--- config.mk ---
export PLATFORM = sky130hd
export DESIGN_NAME = core_register_scoreboard
export DESIGN_NICKNAME = d
export VERILOG_FILES = /design/src/rtl/core_register_scoreboard.sv
export SDC_FILE = /design/constraint.sdc
export NUM_CORES = 1
export LEC_CHECK = 0
export CAP_MARGIN = 10
export CORE_MARGIN = 5
export CORE_UTILIZATION = 35
export DETAILED_ROUTE_END_ITERATION = 6
export PLACE_DENSITY = 0.65
export SYNTH_ARGS = -nofsm -noshare
export SYNTH_HDL_FRONTEND = slang
export SYNTH_SLANG_ARGS = --single-unit
--- constraint.sdc ---
create_clock -name iCLOCK -period 13.2 [get_ports iCLOCK]
set_clock_uncertainty 0.15 [all_clocks]
set_input_delay 2.64 -clock iCLOCK [delete_from_list [all_inputs] [get_ports iCLOCK]]
set_output_delay 2.64 -clock iCLOCK [all_outputs]
set_load 0.01 [all_outputs]
--- src/rtl/core_register_scoreboard.sv ---
// In-order scoreboard of destination registers in flight between issue and writeback.
// Stalls issue on RAW/WAW against any pending write and retires entries oldest-first.
module core_register_scoreboard #(
  parameter int P_DEPTH   = 4,
  parameter int P_DEPTH_N = 2
) (
  input  logic                 iCLOCK,
  input  logic                 inRESET,
  input  logic                 iREFRESH,
  input  logic                 iISSUE_VALID,
  input  logic                 iISSUE_DST_VALID,
  input  logic                 iISSUE_DST_SYSREG,
  input  logic [4:0]           iISSUE_DST,
  input  logic [31:0]          iISSUE_PC,
  input  logic                 iISSUE_SRC0_VALID,
  input  logic                 iISSUE_SRC0_SYSREG,
  input  logic [4:0]           iISSUE_SRC0,
  input  logic                 iISSUE_SRC1_VALID,
  input  logic                 iISSUE_SRC1_SYSREG,
  input  logic [4:0]           iISSUE_SRC1,
  output logic                 oISSUE_STALL,
  input  logic                 iWB_VALID,
  input  logic                 iWB_SYSREG,
  input  logic [4:0]           iWB_REGISTER,
  output logic                 oEMPTY,
  output logic                 oFULL,
  output logic [P_DEPTH_N:0]   oPEND_COUNT,
  output logic [31:0]          oHEAD_PC,
  output logic                 oWB_ERROR
);

  localparam logic [P_DEPTH_N:0] FULL_COUNT = (P_DEPTH_N+1)'(P_DEPTH);

  // Control state (reset) and entry payload (not reset; qualified by valid_q)
  logic [P_DEPTH-1:0]        valid_q, valid_d;
  logic [P_DEPTH_N-1:0]      wr_ptr_q, wr_ptr_d;
  logic [P_DEPTH_N-1:0]      rd_ptr_q, rd_ptr_d;
  logic [P_DEPTH_N:0]        count_q, count_d;
  logic                      wb_err_q, wb_err_d;
  logic [P_DEPTH-1:0]        sysreg_q, sysreg_d;
  logic [P_DEPTH-1:0][4:0]   reg_q, reg_d;
  logic [P_DEPTH-1:0][31:0]  pc_q, pc_d;

  logic empty, full, hit_src0, hit_src1, hit_dst, stall, push, retire, head_mismatch;

  function automatic logic op_hit(
    input logic                    op_v,
    input logic                    op_s,
    input logic [4:0]              op_r,
    input logic [P_DEPTH-1:0]      ent_v,
    input logic [P_DEPTH-1:0]      ent_s,
    input logic [P_DEPTH-1:0][4:0] ent_r
  );
    logic hit;
    hit = 1'b0;
    for (int i = 0; i < P_DEPTH; i++) begin
      if (op_v && ent_v[i] && (ent_s[i] == op_s) && (ent_r[i] == op_r)) hit = 1'b1;
    end
    return hit;
  endfunction

  assign empty = (count_q == '0);
  assign full  = (count_q == FULL_COUNT);

  // Entries retiring this cycle still match: no same-cycle bypass
  assign hit_src0 = op_hit(iISSUE_SRC0_VALID, iISSUE_SRC0_SYSREG, iISSUE_SRC0, valid_q, sysreg_q, reg_q);
  assign hit_src1 = op_hit(iISSUE_SRC1_VALID, iISSUE_SRC1_SYSREG, iISSUE_SRC1, valid_q, sysreg_q, reg_q);
  assign hit_dst  = op_hit(iISSUE_DST_VALID,  iISSUE_DST_SYSREG,  iISSUE_DST,  valid_q, sysreg_q, reg_q);

  assign stall  = iISSUE_VALID && (hit_src0 || hit_src1 || hit_dst || (iISSUE_DST_VALID && full));
  assign push   = iISSUE_VALID && !stall && iISSUE_DST_VALID;
  assign retire = iWB_VALID && !empty;
  assign head_mismatch = (sysreg_q[rd_ptr_q] != iWB_SYSREG) || (reg_q[rd_ptr_q] != iWB_REGISTER);

  always_comb begin
    valid_d  = valid_q;
    wr_ptr_d = wr_ptr_q;
    rd_ptr_d = rd_ptr_q;
    count_d  = count_q;
    wb_err_d = 1'b0;
    sysreg_d = sysreg_q;
    reg_d    = reg_q;
    pc_d     = pc_q;
    if (iREFRESH) begin
      valid_d  = '0;
      wr_ptr_d = '0;
      rd_ptr_d = '0;
      count_d  = '0;
    end else begin
      wb_err_d = iWB_VALID && (empty || head_mismatch);
      if (push) begin
        valid_d[wr_ptr_q]  = 1'b1;
        sysreg_d[wr_ptr_q] = iISSUE_DST_SYSREG;
        reg_d[wr_ptr_q]    = iISSUE_DST;
        pc_d[wr_ptr_q]     = iISSUE_PC;
        wr_ptr_d           = wr_ptr_q + 1'b1;
      end
      if (retire) begin
        valid_d[rd_ptr_q] = 1'b0;
        rd_ptr_d          = rd_ptr_q + 1'b1;
      end
      case ({push, retire})
        2'b10:   count_d = count_q + 1'b1;
        2'b01:   count_d = count_q - 1'b1;
        default: count_d = count_q;
      endcase
    end
  end

  always_ff @(posedge iCLOCK) begin
    if (!inRESET) begin
      valid_q  <= '0;
      wr_ptr_q <= '0;
      rd_ptr_q <= '0;
      count_q  <= '0;
      wb_err_q <= 1'b0;
    end else begin
      valid_q  <= valid_d;
      wr_ptr_q <= wr_ptr_d;
      rd_ptr_q <= rd_ptr_d;
      count_q  <= count_d;
      wb_err_q <= wb_err_d;
    end
  end

  always_ff @(posedge iCLOCK) begin
    sysreg_q <= sysreg_d;
    reg_q    <= reg_d;
    pc_q     <= pc_d;
  end

  assign oISSUE_STALL = stall;
  assign oEMPTY       = empty;
  assign oFULL        = full;
  assign oPEND_COUNT  = count_q;
  assign oHEAD_PC     = empty ? 32'h0 : pc_q[rd_ptr_q];
  assign oWB_ERROR    = wb_err_q;

endmodule

* Word level (Yosys, flattened, before mapping)
Index checks and enable logic that the tools add are counted.
Widths: inputs -> output; s select.
** Cells by class
- Equal/unequal tests :: 29
- Reductions and logical operators :: 55
- Bitwise gates (word level) :: 5
- Muxes and demuxes :: 34
- Magnitude comparators :: 4
- Add/subtract/negate cells :: 4
** Operators with widths (count)
- $bwmux 128 :: 1
- $mux 32 :: 3
- $bmux 32 s2 :: 1
- $demux 32 s2 :: 1
- $eq 5x5->1 :: 12
- $logic_and 1x1->1 :: 44
- $bwmux 20 :: 1
- $mux 1 :: 15
- $eq 1x1->1 :: 12
- $mux 4 :: 3
- $bmux 5 s2 :: 1
- $demux 5 s2 :: 1
- $mux 5 :: 2
- $lt 2x3->1 const B :: 2
- $pmux 3 s2 :: 1
- $logic_or 1x1->1 :: 5
- $ne 5x5->1 :: 1
- $add 2x1->2 const B :: 2
- $and 4x4->4 :: 1
- $bwmux 4 :: 1
- $demux 1 s2 :: 2
- $ge 2x1->1 const B :: 2
- $not 4->4 :: 1
- $or 4x4->4 :: 1
- other kinds (13) :: 15
** Word-level totals
- Output and inout port bits :: 39
- Word-level logic and storage cells :: 145
- Register bits :: 164
- Input bits :: 64

* Longest topological paths before layout
Gate-level depths: netlist (run 1).
- Depth after elaboration :: 18
- Mapped depth :: 14
- Depth with buffers taken out :: 12

* Least setup slack after synthesis (run 1)
OpenSTA, ideal clock, no wires.
- Path kind :: input to output
- From :: input port iISSUE_SRC1[2]
- To :: output port oISSUE_STALL
- Data required time :: 10.410 ns
- Slack :: 6.561 ns
- Arrival time :: 3.849 ns
- Stages on the path :: 8
- Buffers on the path :: 1
- Cell sequence :: buf_2 > xor2_1 > nor4_1 > nand4_1 > nand4_1 > or4_4 > a21oi_1 > nor2b_1
** On the way
- Word-level cells in the longest chain between the ends :: 10
- Elaborated cells between the ends (all ways) :: 16
- Classes of those cells :: eq/ne (4); mux (4); reduce/logical (8)
** Ends and longest elaborated chain
- start: declaration :: RTL line 20 : input logic [4:0] iISSUE_SRC1,
- $eq 5x5->1 :: RTL line 57 : if (op_v && ent_v[i] && (ent_s[i] == op_s) && (ent_r[i] == op_r)) hit = 1'b1;
- $logic_and 1x1->1 :: RTL line 57
- $mux 1 (3 in a row) :: RTL line 57
- $mux 1 * :: RTL line 57
- $logic_or 1x1->1 * (3 in a row) :: RTL line 70 : assign stall = iISSUE_VALID && (hit_src0 || hit_src1 || hit_dst || (iISSUE_DST_VALID && full));
- $logic_and 1x1->1 * :: RTL line 70
- end: declaration :: RTL line 21 : output logic oISSUE_STALL,
Mark *: on every way between the ends. The rest lies on a longest branch, timed or not.

* Worst setup path in the final report (run 1)
- From :: input port iISSUE_DST_SYSREG
- To :: output port oISSUE_STALL
** On the way
- Word-level cells in the longest chain between the ends :: 10
- Elaborated cells between the ends (all ways) :: 19
- Classes of those cells :: eq/ne (4); mux (4); reduce/logical (11)
** Ends and longest elaborated chain
- start: declaration :: RTL line 12 : input logic iISSUE_DST_SYSREG,
- $eq 1x1->1 :: RTL line 57
- $logic_and 1x1->1 (2 in a row) :: RTL line 57
- $mux 1 (3 in a row) :: RTL line 57
- $mux 1 * :: RTL line 57
- $logic_or 1x1->1 * (2 in a row) :: RTL line 70
- $logic_and 1x1->1 * :: RTL line 70
Marked as above.

==> results of run 1 <==
cells by family after synthesis:
logic type	synth area share [%]
multiplexers	12.1
buffers and inverters	1.88
adder cells (fa/ha/maj)	1.81
AO/OA/AOI/OAI	0.955
AND/OR/NAND/NOR	8.15
flip-flops	65.5
XOR/XNOR	9.67
layer usage:
| layer | up-vias | global-route usage, % | part of all wire (%) |
|---|---|---|---|
| li1 | 1880 | - | - |
| met1 | 2094 | 20.2 | 46 |
| met2 | 114 | 23.9 | 48 |
| met3 | 12 | 4.70 | 5.6 |
| met4 | 0 | 3.11 | 0.72 |
| met5 | - | 0 | 0 |
through the flow:
step	setup slack (ns)	hold WS, ns	util (%)	total power [W]	instance area [um^2]
detailed placement	5.29	0.356	41.7	0.000665	8690
global placement	5.25	0.334	41.7	0.000665	8690
floorplan	6.56	0.312	-	0.000619	7340
CTS	5.28	0.367	44.5	0.00116	9270
global route	5.14	0.399	44.5	0.00118	9270
finish	5.29	0.365	44.5	0.00114	9270
layout make-up:
type,instances,area share (%)
Sequential cell,164,51.9
Clock buffer,18,4.63
Timing Repair Buffer,108,11.5
Clock inverter,13,1.59
Multi-Input combinational cell,245,26.2
Inverter,12,0.486
Tap cell,275,3.71
worst max-delay path, delay by kind of cell:
family / cells / cell delay, ns
XOR/XNOR: 1 / 0.25
AND/OR/NAND/NOR: 5 / 0.87
buffers and inverters: 2 / 1.19
AO/OA/AOI/OAI: 1 / 0.17
power by group:
group	total, W	internal (W)	switching, W
registers	0.000576	0.000572	0.00000381
logic	0.0000771	0.0000409	0.0000362
clock network	0.000490	0.000281	0.000209
total	0.00114	0.000894	0.000249
cell usage after synthesis, types with 2 or more instances:
library cell / count
nor4_1: 13
xor2_1: 40
clkbuf_1: 10
clkbuf_2: 2
nand3_1: 4
nor2_1: 5
nand4_1: 14
a21oi_1: 7
mux2i_1: 3
buf_2: 6
nor3b_2: 4
edfxtp_1: 152
nor2b_1: 35
inv_1: 12
nand2_1: 20
xnor2_1: 41
dfxtp_1: 12
o211ai_1: 4
mux4_2: 38
ha_1: 9
worst min-delay path by stage:
stage,end,slack [ns]
finish,wr_ptr_q[0]$_SDFFE_PP0N_,0.36
global route,valid_q[0]$_SDFF_PP0_,0.40
CTS,wr_ptr_q[0]$_SDFFE_PP0N_,0.37
detailed placement,wr_ptr_q[0]$_SDFFE_PP0N_,0.36
global placement,wr_ptr_q[0]$_SDFFE_PP0N_,0.33
floorplan,valid_q[0]$_SDFF_PP0_,0.31
state kept, by name (all words and copies together), names as in the netlist:
name and count:
pc_q 128, reg_q 20, sysreg_q 4, valid_q 4
oPEND_COUNT 3, rd_ptr_q 2, wr_ptr_q 2, oWB_ERROR 1
==> flow_summary_export.csv, run 1 <==
group,metric,value,unit
layout,layout_commonest_cell,"edfxtp_1",
sta,tightestPinTransition,1.11,ns
floorplanning,die-area,24000,um^2
sta,max_slew_margin,26.1,%
clocking,htreeDepth,4,
drt,drc,0,
drt,vias,4100,
clocking,clkTransAtPathRegs,0.07,ns
floorplanning,die_y,155,um
placement,dp.cells,804,
global_routing,grt_antenna_before_repair,0,
floorplanning,start_util,35.2,%
synthesis,syn_area_per_cell,16.6,um^2
synthesis,synth-seq-area-share,65.5,%
critical_path,arrival,5.12,ns
critical_path,path_cells,"clkdlybuf4s50_1, xor2_1, nor4_1, nand4_1, nand4_1, or4_4, a21oi_1, nor2b_1, clkdlybuf4s50_1",
sta,hold_viol,0,
layout,multi_input_area,2430,um^2
global_routing,grt_max_degree,43,
floorplanning,fp.dieW,155,um
placement,numPortBuffers,102,
synthesis,yosys_warnings,0,
critical_path,endpoint,"oISSUE_STALL",
critical_path,startpoint,"iISSUE_DST_SYSREG",
clocking,post_cts_resized,0,
synthesis,synth_seq_cells,164,
synthesis,synth.net_count,515,
clocking,ctsRootBufferMaster,"clkbuf_16",
sta,setup_viol_count_final,0,
layout,drive_gt1_share,14.5,%
layout,finalNetCount,622,
layout,area_growth,26.3,%
floorplanning,row_count,53,
sta,setup_tns,0,ns
critical_path,r2r_slack,9.19,ns
synthesis,yosysTopAreaCellShare,62.2,%
critical_path,crit_path_end_kind,"primary output",
layout,instances_no_fill,835,
sta,rsz0062_at_grt,"false",
critical_path,worstPathRequired,10.41,ns
synthesis,async_flop_share,0,%
layout,register_area,4810,um^2
clocking,post-cts-setup-buffers,0,
drt,wirelength,17400,um
hold_path,hold_path.startpoint,"wr_ptr_q[0]$_SDFFE_PP0N_",
run,max_cap_violations,0,
global_routing,grt_pass1_vias,4601,
clocking,cts_tree,"done",
global_routing,grt-ovfl-total,0,
pwr,leakagePower,2.86,nW
drt,vias_per_cell,4.91,
critical_path,cpPeakStageDelay,0.71,ns
global_routing,grt_pass1_wl,26900,um
drt,routedWlPerCell,20.9,um
floorplanning,core_area,20800,um^2
drt,drt-initial-drc-count,347,
layout,final_cell_mix,"edfxtp_1 (152), clkdlybuf4s50_1 (102), xnor2_1 (41)",
synthesis,synth_edf_count,152,
placement,hpwl,11600,um
clocking,clockBufferDepth,2,
sta,drv_slew,0,
global_routing,grt_util_all_layers,14.9,%
critical_path,r2r_start,"reg_q[2]$_DFFE_PP_",
layout,fillerInstances,1868,
sta,layout_min_cycle_time,7.91,ns
synthesis,synth.distinct_cells,30,
drt,drtPass1Iterations,4,
pwr,peakVddDrop,97.4,uV
floorplanning,ioPinCount,103,
synthesis,yosys.area.top_type,"edfxtp_1",
placement,routabilityCongestion,0.862,
drt,antenna_left,0,
critical_path,ff2ff_path_depth,8,
layout,antenna_cells,0,
critical_path,path_class,"input port to primary output",
clocking,cts-buffers-inserted,17,
synthesis,synthTopCellsByArea,"edfxtp_1 (62%), mux4_2 (12%), xnor2_1 (4.9%)",
synthesis,syn-cell-area,7340,um^2
critical_path,timing.rr.end,"reg_q[5]$_DFFE_PP_",
critical_path,critPathLaunchType,"input port",
sta,clock.fmax,126,MHz
critical_path,slowest_stage,"clkdlybuf4s50_1",
synthesis,ys_dominant_reg_cell,"edfxtp_1",
pwr,powerDensity,123,nW/um^2
critical_path,crit_fanout,8,
sta,period_share,60.0,%
clocking,insertion_delay,0.42,ns
clocking,cts.sinks,164,
hold_path,min_path_type,"flip-flop to flip-flop",
hold_path,hold_depth,2,
clocking,hold_buffers,0,
status,status,"finished, final reports clean",
synthesis,synthCells,441,
(Power assumes the default switching activity.)
==> inputs of run 2 (changes only) <==
==> constraint.sdc (replaced) <==
create_clock -name iCLOCK -period 7.8 [get_ports iCLOCK]
set_clock_uncertainty 0.15 [all_clocks]
set_input_delay 1.56 -clock iCLOCK [delete_from_list [all_inputs] [get_ports iCLOCK]]
set_output_delay 1.56 -clock iCLOCK [all_outputs]
set_load 0.01 [all_outputs]
==> flow_summary_export.csv, run 2 (synthesized netlist as in run 1, its figures left out) <==
group,metric,value,unit
layout,top_regs,"pc_q x128, reg_q x20",
sta,setup_viol_count_final,0,
global_routing,grt_antenna_before_repair,0,
pwr,leakagePower,2.90,nW
critical_path,path_class,"input port to primary output",
status,status,"finished, final reports clean",
drt,routedWlPerCell,20.7,um
sta,rsz0062_at_grt,"false",
sta,period_share,76.6,%
critical_path,slowest_stage,"clkdlybuf4s50_1",
sta,hold_viol,0,
layout,final_cell_mix,"edfxtp_1 (152), clkdlybuf4s50_1 (102), xnor2_1 (41)",
layout,area_growth,26.9,%
critical_path,cpPeakStageDelay,0.71,ns
pwr,powerDensity,208,nW/um^2
global_routing,grt_pass1_vias,4666,
drt,wirelength,17300,um
hold_path,hold_path.startpoint,"wr_ptr_q[0]$_SDFFE_PP0N_",
drt,drc,0,
sta,setup_tns,0,ns
sta,max_slew_margin,40.7,%
global_routing,grt_util_all_layers,14.9,%
sta,drv_slew,0,
layout,finalNetCount,625,
floorplanning,core_area,20800,um^2
pwr,peakVddDrop,141,uV
sta,layout_min_cycle_time,5.98,ns
drt,antenna_left,0,
layout,layout_commonest_cell,"edfxtp_1",
critical_path,crit_fanout,8,
critical_path,r2r_start,"reg_q[19]$_DFFE_PP_",
floorplanning,start_util,35.2,%
clocking,cts-buffers-inserted,17,
hold_path,min_path_type,"flip-flop to flip-flop",
clocking,hold_buffers,0,
critical_path,crit_family,"buffers and inverters",
placement,routabilityCongestion,0.850,
run,max_cap_violations,0,
critical_path,crit_buf_inv,2,
floorplanning,ioPinCount,103,
clocking,post-cts-setup-buffers,0,
global_routing,grt_pass1_wl,26900,um
clocking,cts.sinks,164,
layout,regMostFlops,"pc_q",
clocking,clkTransAtPathRegs,0.06,ns
critical_path,arrival,4.27,ns
layout,fillerInstances,1853,
critical_path,crit_path_end_kind,"primary output",
layout,largest_register_ffs,128,
clocking,ctsRootBufferMaster,"clkbuf_16",
drt,drt-initial-drc-count,236,
critical_path,path_cells,"clkdlybuf4s50_1, xor2_1, nor4_1, nand4_1, nand4_1, or4_4, a21oi_1, nor2b_1, clkdlybuf4s50_1",
critical_path,worstPathRequired,6.09,ns
clocking,insertion_delay,0.42,ns
layout,antenna_cells,0,
critical_path,critPathLaunchType,"input port",
floorplanning,fp.dieW,155,um
global_routing,grt_max_degree,43,
placement,pre_cts_ws,1.83,ns
floorplanning,row_count,53,
layout,drive_gt1_share,15.4,%
drt,vias_per_cell,4.94,
floorplanning,die_y,155,um
clocking,htreeDepth,4,
clocking,cts_tree,"done",
sta,clock.fmax,167,MHz
drt,vias,4145,
placement,hpwl,11700,um
critical_path,startpoint,"iISSUE_DST[4]",
placement,numPortBuffers,102,
global_routing,grt-ovfl-total,0,
floorplanning,die-area,24000,um^2
clocking,clockBufferDepth,2,
clocking,post_cts_resized,0,
sta,fin_ws,1.82,ns
sta,tightestPinTransition,0.889,ns
drt,drtPass1Iterations,4,
[run 2: cell types whose count changed in the layout (fill, tap and decap cells not counted)]
cell,previous run,this run
inv_6,3,5
clkinv_4,1,2
clkinv_2,0,2
clkinvlp_4,3,1
inv_8,2,1
clkinv_1,2,1
clkinv_8,0,1
buf_4,6,9
clkbuf_1,1,0
[run 2: final cells by class]
type / count / area, um^2 / share of cell area (%)
clock inverter: 15 / 170 / 1.83
sequential: 164 / 4810 / 51.7
multi-input combinational: 245 / 2430 / 26.1
tap: 275 / 344 / 3.70
inverter: 12 / 45.0 / 0.484
clock buffer: 17 / 425 / 4.57
timing repair buffer: 111 / 1090 / 11.7
[run 2: layer usage]
metal / vias up / share of wire, % / track usage (%)
li1: 1891 / - / -
met1: 2121 / 45 / 19.5
met2: 116 / 48 / 24.6
met4: 0 / 1.6 / 4.29
met5: - / 0 / 0
met3: 17 / 5.3 / 3.64
[run 2: path summary, 6_finish.rpt]
path | end | slack (ns) | depth (start not counted)
hold reg to reg | wr_ptr_q[0]$_SDFFE_PP0N_ | 0.36 | 2
setup / recovery | oISSUE_STALL | 1.82 | 9
hold / removal | wr_ptr_q[0]$_SDFFE_PP0N_ | 0.36 | 2
setup reg to reg | pc_q[97]$_DFFE_PP_ | 4.00 | 8
[run 2: report_power, final]
| group | switching [W] | internal [W] | leakage (nW) |
|---|---|---|---|
| Combinational | 0.0000616 | 0.0000695 | 1.14 |
| Sequential | 0.00000631 | 0.000969 | 1.47 |
| Clock | 0.000354 | 0.000480 | 0.291 |
[run 2: worst reg2reg max path, cell delays in order, from the launching register on]
cell      delay (ns)
edfxtp_1        0.48
xor2_1          0.34
nor4_1          0.16
nand4_1         0.11
nand4_1         0.15
or4_4           0.56
or3_4           0.46
nor3b_4         0.45
buf_4           0.56
[run 2: metrics by stage]
stage,power [W],util [%],hold WS [ns],std cells,area (um^2)
final,0.00194,44.7,0.360,839,9310
after global routing,0.00201,44.7,0.392,839,9310
after CTS,0.00196,44.7,0.365,839,9310
after detailed placement,0.00113,41.8,0.350,807,8710
after global placement,0.00113,41.8,0.332,807,8710
after floorplan,0.00105,-,0.312,441,7340
